==> src/rtl/loader_pkg.sv <==
// ============================================================================
// loader_pkg : shared state encoding and field sizes for the program loader
// Rev 1.0
// ============================================================================
`default_nettype none

package loader_pkg;

    localparam int HDR_BYTES  = 4;
    localparam int WORD_BYTES = 4;

    typedef enum logic [3:0] {
        S_ADDR  = 4'd0,
        S_LEN   = 4'd1,
        S_DATA  = 4'd2,
        S_WRITE = 4'd3,
        S_VREAD = 4'd4,
        S_VCMP  = 4'd5,
        S_CHECK = 4'd6,
        S_DONE  = 4'd7,
        S_ERR   = 4'd8
    } state_t;

    function automatic logic [31:0] align_word(input logic [31:0] a);
        return {a[31:2], 2'b00};
    endfunction

endpackage

`default_nettype wire

==> src/rtl/loader_shift.sv <==
// ============================================================================
// loader_shift : big-endian byte-to-word assembler with position counter
// Rev 1.0
// ============================================================================
`default_nettype none

module loader_shift #(
    parameter int NBYTES = 4
) (
    input  logic        clk,
    input  logic        rst,
    input  logic        clr,
    input  logic        en,
    input  logic [7:0]  rx_byte,
    output logic [31:0] value,
    output logic [31:0] value_nxt,
    output logic [1:0]  cnt,
    output logic        full
);

    logic [31:0] r_value;
    logic [1:0]  r_cnt;

    // value_nxt lets the parent act on a field in the same cycle its last byte lands
    always_comb begin
        value     = r_value;
        value_nxt = {r_value[23:0], rx_byte};
        cnt       = r_cnt;
        full      = en && (r_cnt == 2'(NBYTES - 1));
    end

    always_ff @(posedge clk) begin
        if (!rst) begin
            r_value <= '0;
            r_cnt   <= '0;
        end else begin
            if (en) begin
                r_value <= value_nxt;
            end
            if (clr || full) begin
                r_cnt <= '0;
            end else if (en) begin
                r_cnt <= r_cnt + 2'd1;
            end
        end
    end

endmodule

`default_nettype wire

==> src/rtl/mod_loader.sv <==
// ============================================================================
// mod_loader : streams a header + image onto the data bus, then verifies it
//              by summing a readback of the same range
// Rev 1.0
// ============================================================================
`default_nettype none

module mod_loader
    import loader_pkg::*;
(
    input  logic        clk,
    input  logic        rst,
    input  logic [7:0]  rx_data,
    input  logic        rx_valid,
    output logic        rx_ready,
    output logic        de,
    output logic        drw,
    output logic [31:0] daddr,
    output logic [31:0] din,
    input  logic [31:0] dout,
    output logic        busy,
    output logic        done,
    output logic        err
);

    state_t      r_state;
    logic [31:0] r_base;
    logic [31:0] r_count;
    logic [31:0] r_ptr;
    logic [31:0] r_rem;
    logic [31:0] r_wsum;
    logic [31:0] r_rsum;

    logic        w_fire;
    logic        w_asm_clr;
    logic [31:0] w_asm_value;
    logic [31:0] w_asm_nxt;
    logic [1:0]  w_asm_cnt;
    logic        w_asm_full;

    assign w_fire    = rx_valid && rx_ready;
    assign w_asm_clr = (r_state == S_DONE) || (r_state == S_ERR);

    // One assembler serves all three fields; the FSM decides where each result goes
    loader_shift #(
        .NBYTES (WORD_BYTES)
    ) u_asm (
        .clk       (clk),
        .rst       (rst),
        .clr       (w_asm_clr),
        .en        (w_fire),
        .rx_byte   (rx_data),
        .value     (w_asm_value),
        .value_nxt (w_asm_nxt),
        .cnt       (w_asm_cnt),
        .full      (w_asm_full)
    );

    always_ff @(posedge clk) begin
        if (!rst) begin
            r_state <= S_ADDR;
            r_base  <= '0;
            r_count <= '0;
            r_ptr   <= '0;
            r_rem   <= '0;
            r_wsum  <= '0;
            r_rsum  <= '0;
        end else begin
            case (r_state)
                S_ADDR: begin
                    if (w_asm_full) begin
                        r_base  <= align_word(w_asm_nxt);
                        r_state <= S_LEN;
                    end
                end
                S_LEN: begin
                    if (w_asm_full) begin
                        r_count <= w_asm_nxt;
                        if (w_asm_nxt == 32'd0) begin
                            r_state <= S_DONE;
                        end else begin
                            r_ptr   <= r_base;
                            r_rem   <= w_asm_nxt;
                            r_wsum  <= '0;
                            r_rsum  <= '0;
                            r_state <= S_DATA;
                        end
                    end
                end
                S_DATA: begin
                    if (w_asm_full) begin
                        r_state <= S_WRITE;
                    end
                end
                S_WRITE: begin
                    r_wsum <= r_wsum + w_asm_value;
                    if (r_rem == 32'd1) begin
                        r_ptr   <= r_base;
                        r_rem   <= r_count;
                        r_state <= S_VREAD;
                    end else begin
                        r_ptr   <= r_ptr + 32'd4;
                        r_rem   <= r_rem - 32'd1;
                        r_state <= S_DATA;
                    end
                end
                S_VREAD: begin
                    r_state <= S_VCMP;
                end
                S_VCMP: begin
                    r_rsum  <= r_rsum + dout;
                    r_ptr   <= r_ptr + 32'd4;
                    r_rem   <= r_rem - 32'd1;
                    r_state <= (r_rem == 32'd1) ? S_CHECK : S_VREAD;
                end
                S_CHECK: begin
                    r_state <= (r_wsum == r_rsum) ? S_DONE : S_ERR;
                end
                S_DONE, S_ERR: begin
                    r_state <= S_ADDR;
                end
                default: begin
                    r_state <= S_ADDR;
                end
            endcase
        end
    end

    always_comb begin
        rx_ready = (r_state == S_ADDR) || (r_state == S_LEN) || (r_state == S_DATA);
        de       = (r_state == S_WRITE) || (r_state == S_VREAD) || (r_state == S_VCMP);
        drw      = (r_state == S_WRITE);
        daddr    = de ? r_ptr : 32'd0;
        din      = (r_state == S_WRITE) ? w_asm_value : 32'd0;
        busy     = !((r_state == S_ADDR) && (w_asm_cnt == 2'd0));
        done     = (r_state == S_DONE);
        err      = (r_state == S_ERR);
    end

endmodule

`default_nettype wire

==> config.mk <==
export PLATFORM = sky130hd
export DESIGN_NAME = mod_loader
export DESIGN_NICKNAME = d
export VERILOG_FILES = /design/src/rtl/loader_pkg.sv /design/src/rtl/loader_shift.sv /design/src/rtl/mod_loader.sv
export SDC_FILE = /design/constraint.sdc
export NUM_CORES = 1
export LEC_CHECK = 0
export CAP_MARGIN = 30
export CORE_MARGIN = 1.5
export CORE_UTILIZATION = 43
export CTS_CLUSTER_DIAMETER = 200
export DETAILED_ROUTE_END_ITERATION = 12
export PLACE_DENSITY_LB_ADDON = 0.05
export SKIP_CTS_REPAIR_TIMING = 1
export SLEW_MARGIN = 20
export SYNTH_ARGS = -nofsm -noshare
export SYNTH_HDL_FRONTEND = slang
export SYNTH_HIERARCHICAL = 1
export SYNTH_SLANG_ARGS = --single-unit
==> constraint.sdc <==
create_clock -name clk -period 7.09 [get_ports clk]
set_clock_uncertainty 0.2 [all_clocks]
set_input_delay 2.127 -clock clk [delete_from_list [all_inputs] [get_ports clk]]
set_output_delay 2.127 -clock clk [all_outputs]
set_load 0.005 [all_outputs]
==> summary.txt <==
Outcome
  – Outcome: completed

Clock tree
  – TritonCTS Buffers: 28
  – Insertion delay to the later sink of the worst-skew pair: 550 ps
  – CTS tree: built
  – Total number of H-tree levels: 1
  – Cell at the root of the clock tree: sky130_fd_sc_hd__clkbuf_16
  – Clock-pin slew on the worst setup and hold paths: 60 ps
  – Number of sinks driven by the clock tree: 226
  – Largest buffer count on any clock path: 3

Die
  – Width of the die: 185 microns
  – Die Area: 0.0343 sq mm
  – Area of the core: 0.0326 sq mm
  – Starting density of the core: 0.437
  – Row count: 66
  – Die extent in y: 185 microns
  – Number of top-level pins: 113

Yosys
  – Total of flip-flops plus latches after synthesis: 226
  – Register area share after synthesis: 0.317
  – Number of synthesized flops with an enable pin: 0
  – Share of flip-flops with an asynchronous set or reset after synthesis: 0
  – Unique cell type count in the Yosys netlist: 85
  – Synthesized area per cell: 7.74 sq um
  – Top cell type's share of synthesized area: 0.317
  – Post-Syn Area: 0.0143 sq mm
  – Top post-synthesis cells by area: sky130_fd_sc_hd__dfxtp_1, sky130_fd_sc_hd__a21oi_1, sky130_fd_sc_hd__nand2_1
  – Most used DFF post-synth: sky130_fd_sc_hd__dfxtp_1
  – Warnings from Yosys: 6
  – Cell type with the largest total area after synthesis: sky130_fd_sc_hd__dfxtp_1
  – Synth Instances: 1,842

Critical path
  – Sequence of cells on the critical path: nor2_1, nand3_1, buf_4, inv_1, and2_1, clkdlybuf4s50_1
  – Max stage delay cell, worst path: sky130_fd_sc_hd__inv_1
  – Buf+Inv Stages, Crit Path: 3
  – CP arrival: 3380 ps
  – Delay contributed by the slowest stage of the critical path: 670 ps
  – Critical Path RT: 4760 ps
  – Cell class contributing the biggest share of worst-path delay: buffers and inverters
  – Category of the critical setup timing path: flop to output port
  – Worst Setup Start Kind: flop
  – Critical path peak fanout: 38
  – Crit path capture type: output port

Route
  – Drt first-iter violations: 1,126
  – Antenna-violating nets left: 0
  – Top routing layer used: met4
  – Routed Wire Length: 46,200 microns
  – Via count: 13,400
  – Met3 WL post-DR: 3270 microns
  – Met1 wire length: 23,600 microns
  – Per-cell via count in the routed design: 5.75
  – Routed wire length per instance: 19.9 microns
  – Met2 Routed Length: 18,600 microns
  – Drt drc: 0
  – First-pass DRT Iterations: 6

STA
  – Tightest hold margin: 253 ps
  – Setup repair after global routing missed its margin: no
  – Minimum setup slack in the final design: 1380 ps
  – Max-slew violation count: 0
  – Relative slew slack: 0.376
  – Hold Fails Final Rpt: 0
  – Setup Total Neg Slack: 0 ps
  – Final critical-path share of the clock period: 0.805
  – Maximum frequency from static timing analysis: 175 MHz
  – Transition time at the pin with the least slew margin: 936 ps
  – Final setup fails: 0
  – Period minus WS final: 5710 ps

Cells and area
  – Non-Filler Instances: 2,324
  – Layout overhead on the synthesized area: 15.2%
  – Diode count: 0
  – Final design utilization: 0.504
  – Fraction of final layout cells sized beyond drive strength 1: 0.0558
  – Leading cell types in the layout, fill and taps excluded: sky130_fd_sc_hd__nand2_1, sky130_fd_sc_hd__dfxtp_1, sky130_fd_sc_hd__a21oi_1
  – Layout Nets: 1,973
  – Most common library cell in the layout ignoring fill and taps: sky130_fd_sc_hd__nand2_1
  – Count of filler cells inserted in the layout: 3,195

Global routing
  – Number of antenna violations at the first check in global routing: 0
  – Number of global-route vias before repair: 12,300
  – Wire length of the first global-routing pass: 71,800 microns
  – All-layer global routing usage: 0.268
  – Remaining Overflow, GRT: 0
  – Maximum number of pins on one net before global-route repair: 94

Place
  – # port buffers: 110
  – Placed wire-length estimate: 31,800 microns
  – Routability cong.: 0.863
  – Instance count after placement with tap cells included: 2,273
  – Worst-case setup slack after placement: 1660 ps

Power
  – Power per cell area: 183 mW/mm^2
  – Static leakage: 0.00643 uW
  – Worst IR drop on VDD: 0.000183 V

Worst hold path
  – Class of the worst hold path: flop to flop

Run
  – Max-cap violations: 0
where the power goes:
group	switching, uW	total (uW)	leakage, uW	internal [uW]
Combinational	85.5	150	0.00411	65.0
Clock	582	1550	0.000493	969
Sequential	23.4	1300	0.00182	1280
Total	691	3000	0.00643	2310
flip-flops by register name (all words and copies together) (netlist names):
| signal | flops |
|---|---|
| r_count | 32 |
| r_rem | 32 |
| r_rsum | 32 |
| r_wsum | 32 |
| u_asm/value | 32 |
| r_base | 30 |
| r_ptr | 30 |
| r_state | 4 |
| u_asm/cnt | 2 |
worst paths after layout:
path                    from    endpoint  slack (ps)  depth (start not counted)
hold / removal    r_count[7]  r_count[7]         250                          2
setup reg to reg  r_state[2]   r_rem[30]        2840                         11
setup / recovery  r_state[2]     din[10]        1380                          6
hold reg to reg   r_count[7]  r_count[7]         250                          2
stage by stage:
step                      total power, uW  area (sq um)
after floorplan                      1420         14300
after global placement               1470         15400
after detailed placement             1470         15400
after CTS                            3020         16400
after global routing                 3090         16400
final                                3000         16400
cells by family after synthesis:
| kind of cell | count (synthesis) | share of synthesized area |
|---|---|---|
| AOI/OAI and AO/OA | 551 | 0.245 |
| xor gates and xnor gates | 95 | 0.0583 |
| adders and majority gates | 68 | 0.0607 |
| buffers and inverters | 165 | 0.0574 |
| DFF | 226 | 0.317 |
| muxes | 41 | 0.0289 |
| other | 1 | 0.000263 |
| and+or+nand+nor | 695 | 0.232 |
synth_stat cells, drive strengths merged (39+ instances only):
cell	n
mux2i	40
dfxtp	226
o21ai	125
nor2b	39
clkbuf	84
xor2	60
nand2	259
buf	58
nor2	146
a22oi	40
a21oi	196
ha	66
and2	70
nor3	53
worst min-delay path: stages, from the launching register on:
cell                      delay (ps)
sky130_fd_sc_hd__dfxtp_1         300
sky130_fd_sc_hd__nand2_1          50
sky130_fd_sc_hd__a21oi_1          50
routing by layer:
metal	global-route usage	vias up
met2	0.385	418
met3	0.0476	54
met5	0	-
li1	-	6596
met1	0.414	6303
met4	0.0511	0
final cells by class:
cell class	count	area [sq um]	share of cell area
sequential	226	4520	0.275
clock buffer	42	855	0.0520
inverter	23	88.8	0.00541
timing repair buffer	131	1310	0.0797
tap	442	553	0.0337
clock inverter	8	140	0.00853
multi-input combinational	1452	8960	0.545
Power figures use the tool's default switching activity.
